==> src/rtl/seq_detector_fsm_pkg.sv <==
// ---------------------------------------------------------------------------
// seq_det_pkg
// Shared definitions for the serial 1011 sequence detector.
//   state_t  : FSM state set (IDLE, S1, S10, S101, S1011)
//   PATTERN  : the detected bit pattern, oldest bit in the MSB
//   PAT_LEN  : number of bits in PATTERN
// ---------------------------------------------------------------------------
package seq_det_pkg;

    typedef enum logic [2:0] {
        IDLE  = 3'd0,
        S1    = 3'd1,
        S10   = 3'd2,
        S101  = 3'd3,
        S1011 = 3'd4
    } state_t;

    localparam logic [3:0] PATTERN = 4'b1011;
    localparam int         PAT_LEN = 4;

endpackage

==> src/rtl/seq_detector_fsm_if.sv <==
// ---------------------------------------------------------------------------
// seq_detector_fsm_if
// Serial sequence interface between a bit-stream source and the detector.
//   din  : serial data bit, driven by the source (master)
//   dout : one-cycle detection flag, driven by the detector (slave)
// Clock and reset are plain ports on the detector, not part of this bundle.
// ---------------------------------------------------------------------------
interface seq_detector_fsm_if;

    logic din;
    logic dout;

    modport master (
        output din,
        input  dout
    );

    modport slave (
        input  din,
        output dout
    );

endinterface

==> src/rtl/seq_detector_fsm.sv <==
// ---------------------------------------------------------------------------
// seq_detector_fsm
// Moore FSM detecting the serial pattern 1011 on seq.din.
//   clock    : rising-edge system clock, one bit consumed per edge
//   reset    : asynchronous active-low reset (forces IDLE, dout=0)
//   seq      : slave modport; din in, dout out (one-cycle pulse per match)
// Parameter OVERLAP: 1 lets the tail of a match start the next match,
//                    0 restarts the search from scratch after a match.
// ---------------------------------------------------------------------------
module seq_detector_fsm
    import seq_det_pkg::*;
#(
    parameter int OVERLAP = 1
) (
    input  logic               clock,
    input  logic               reset,
    seq_detector_fsm_if.slave  seq
);

    state_t state;
    state_t next_state;
    logic   dout_q;

    // State register plus a dedicated output flop. The flop is loaded with
    // the decode of next_state, so it always equals (state == S1011) while
    // giving a glitch-free output with no combinational path from din.
    always_ff @(posedge clock or negedge reset) begin
        if (!reset) begin
            state  <= IDLE;
            dout_q <= 1'b0;
        end else begin
            state  <= next_state;
            dout_q <= (next_state == S1011);
        end
    end

    // Next-state logic. Each state records the longest suffix of the input
    // seen so far that is also a prefix of 1011, so mismatches fall back to
    // the longest still-usable prefix instead of always returning to IDLE.
    always_comb begin
        next_state = IDLE;
        unique case (state)
            IDLE:  next_state = seq.din ? S1    : IDLE;
            S1:    next_state = seq.din ? S1    : S10;
            S10:   next_state = seq.din ? S101  : IDLE;
            S101:  next_state = seq.din ? S1011 : S10;
            S1011: begin
                // Overlapping mode reuses the trailing '1' of the match.
                if (OVERLAP != 0) begin
                    next_state = seq.din ? S1 : S10;
                end else begin
                    next_state = seq.din ? S1 : IDLE;
                end
            end
            default: next_state = IDLE;
        endcase
    end

    assign seq.dout = dout_q;

endmodule

==> src/flat_wrapper.sv <==
// flat-port wrapper written by rule: the top's interface ports become plain ports
module seq_detector_fsm_flat import seq_det_pkg::*;
#(
    parameter int OVERLAP = 1
)
  (clock, reset, seq_din, seq_dout);
  seq_detector_fsm_if seq_i ();
  input  logic clock;
  input  logic reset;
  input wire logic [$bits(seq_i.din)-1:0] seq_din;
  output wire logic [$bits(seq_i.dout)-1:0] seq_dout;
  assign seq_i.din = seq_din;
  assign seq_dout = seq_i.dout;
  seq_detector_fsm #(.OVERLAP(OVERLAP)) u_core (.clock(clock), .reset(reset), .seq(seq_i));
endmodule
==> config.mk <==
export PLATFORM = sky130hd
export DESIGN_NAME = seq_detector_fsm_flat
export DESIGN_NICKNAME = d
export VERILOG_FILES = /design/src/rtl/seq_detector_fsm_pkg.sv /design/src/rtl/seq_detector_fsm_if.sv /design/src/rtl/seq_detector_fsm.sv /design/src/flat_wrapper.sv
export SDC_FILE = /design/constraint.sdc
export NUM_CORES = 1
export LEC_CHECK = 0
export ABC_AREA = 1
export ABC_CLOCK_PERIOD_IN_PS = 1000
export BUFFER_PORTS_ARGS = -buffer_cell sky130_fd_sc_hd__buf_2
export CORE_AREA = 2 2 39 41
export DETAILED_ROUTE_END_ITERATION = 10
export DIE_AREA = 0 0 41 43
export PLACE_DENSITY_LB_ADDON = 0.3
export SETUP_SLACK_MARGIN = 0.5
export SYNTH_ARGS = -nofsm -noshare
export SYNTH_HDL_FRONTEND = slang
export SYNTH_SLANG_ARGS = --single-unit
export TNS_END_PERCENT = 10
==> constraint.sdc <==
create_clock -name clock -period 1 [get_ports clock]
set_input_delay 0.2 -clock clock [delete_from_list [all_inputs] [get_ports clock]]
set_output_delay 0.2 -clock clock [all_outputs]
set_load 0.005 [all_outputs]
==> flow_summary_export.csv <==
group,metric,value,unit
timing,slew_headroom,89.3,%
cells_and_area,final_cell_mix,"4 x nand2_1, 4 x dfrtp_1, 3 x clkbuf_4, 3 x buf_2",
cells_and_area,fin_cells,40,
setup_path,worstPathArrival,700,ps
timing,max_freq,1.11,GHz
yosys,seq_area_frac_synth,63.5,%
global_route,grt-ovfl-total,0,
yosys,syn_nets,20,
timing,period_needed,902,ps
placed_design,dp_hpwl,207,µm
pwr,p_leak,0.116,nW
setup_path,critPathTopFamily,"flip-flops",
setup_path,worstPathRequired,800,ps
setup_path,critPathCaptureType,"output port",
detailed_routing,drt-initial-drc-count,4,
clock_tree,clockBufferDepth,2,
clock_tree,htreeDepth,1,
cells_and_area,nets,29,
global_route,grt_max_degree,6,
setup_path,cp_max_fo,1,
run,maxCapViolations,0,
timing,final.period_utilization,90.2,%
yosys,ys_ff_latch,4,
cells_and_area,drive_above_1_share,25.0,%
detailed_routing,drc,0,
detailed_routing,routed_wl,279,µm
placed_design,dp_cells,36,
setup_path,cp_slowest_cell,"dfrtp_1",
yosys,netlist_area,158,µm²
detailed_routing,dr.pass1.iters,2,
clock_tree,clk_latency,240,ps
placed_design,numPortBuffers,3,
clock_tree,cts_tree,"yes",
setup_path,max_stage_delay,350,ps
setup_path,path_class,"flip-flop to output port",
detailed_routing,drt-wirelength-per-cell,6.98,µm
global_route,track_usage,5.35,%
cells_and_area,area_delta_synth_final,42.9,%
clock_tree,root_buffer,"clkbuf_4",
global_route,grt_pass1_wl,483,µm
setup_path,cp-start-kind,"flip-flop",
cells_and_area,num_antenna_cells,0,
run_status,status,"completed",
timing,finalSetupViolations,0,
placed_design,gp_congestion,0.613,
pwr,p_per_area,1860,mW/mm²
detailed_routing,vias,128,
timing,finalClockSkew,5.62,ps
setup_path,r2r_slack,210,ps
global_route,grt_pass1_vias,123,
floorplan,die_area,0.00176,mm²
pwr,irDropWorstVdd,0.697,mV
worst_hold_path,hp-class,"input port to flip-flop",
floorplan,die_w,41,µm
clock_tree,numClockSinks,4,
detailed_routing,drtAntennaViolNets,0,
yosys,yosys_warnings,0,
clock_tree,cts_made_buffers,3,
setup_path,critPathBufInv,1,
floorplan,core-area,0.00138,mm²
global_route,antenna_found_initial,0,
pwr,p_total,418,µW
clock_tree,clk_pin_slew,40,ps
setup_path,path_cells,"buf_2",
floorplan,initial_core_util,11.4,%
timing,rsz0062_at_grt,"yes",
timing,slew_viol_final,0,
clock_tree,post_cts_resized,0,
timing,hold_viol_final,0,
yosys,ys_types,8,
yosys,syn_inst,17,
timing,finalSetupTns,0,ps
floorplan,die_h,43,µm
timing,worstMarginPinSlew,159,ps
floorplan,pin_count,4,
cells_and_area,final_util,16.3,%
floorplan,placement_rows,14,
yosys,avgSynthCellArea,9.27,µm²
detailed_routing,vias_per_cell,3.20,
## synth_stat cells
cell / instances / area, µm²
a21oi_1: 1 / 5.00
inv_1: 2 / 7.51
o21ai_0: 1 / 5.00
nor2_1: 2 / 7.51
nand2_1: 4 / 15.0
o21a_1: 1 / 7.51
dfrtp_1: 4 / 100
nor3_1: 2 / 10.0
## layer usage
layer,part of all wire [%],GRT usage (%)
met5,0,0
met3,15,7.85
met1,47,4.25
met2,35,5.00
met4,3.2,6.00
## repair_timing
item / CTS / global route
hold buffers: 1 / 0
hold endpoints to repair: 4 / 0
buffers inserted: 0 / 0
setup endpoints to repair: 5 / 5
## cell type report
cell class	count	area [µm²]
clock buffer	3	22.5
fill	150	1160
inverter	2	7.51
multi-input combinational	11	50.0
sequential	4	100
tap	16	20.0
timing repair buffer	4	25.0
## final timing paths
path,from,cells past startpoint,endpoint
setup / recovery,u_core.seq.dout,1,seq_dout
hold / removal,seq_din,3,u_core.state[0]
setup reg to reg,u_core.state[2],2,u_core.state[1]
hold reg to reg,u_core.state[2],1,u_core.state[2]
max in group asynchronous,reset,2,u_core.state[1]
min in group asynchronous,reset,2,u_core.state[2]
## kinds of logic after synthesis
kind of cell	synth area share (%)
AOI/OAI and AO/OA	11.1
buffers and inverters	4.76
DFF	63.5
and+or+nand+nor	20.6
## registers in the layout, indices dropped and copies added, names as in the netlist
signal           flops
u_core.state         3
u_core.seq.dout      1
## metrics by stage
stage / hold slack, ps / setup WS, ps / area, µm²
3_3_place_gp: 5.90 / 250 / 193
5_1_grt: 213 / 69.8 / 225
2_1_floorplan: -95.6 / 274 / 158
3_5_place_dp: 9.11 / 218 / 193
6_report: 213 / 98.2 / 225
4_1_cts: 203 / 81.8 / 225
## report_power, final
part | internal [mW] | leakage, nW | switching [mW]
clock network | 0.134 | 0.0138 | 0.0650
registers | 0.176 | 0.0523 | 0.0102
logic | 0.0162 | 0.0499 | 0.0173
Power figures use the tool's default switching activity.
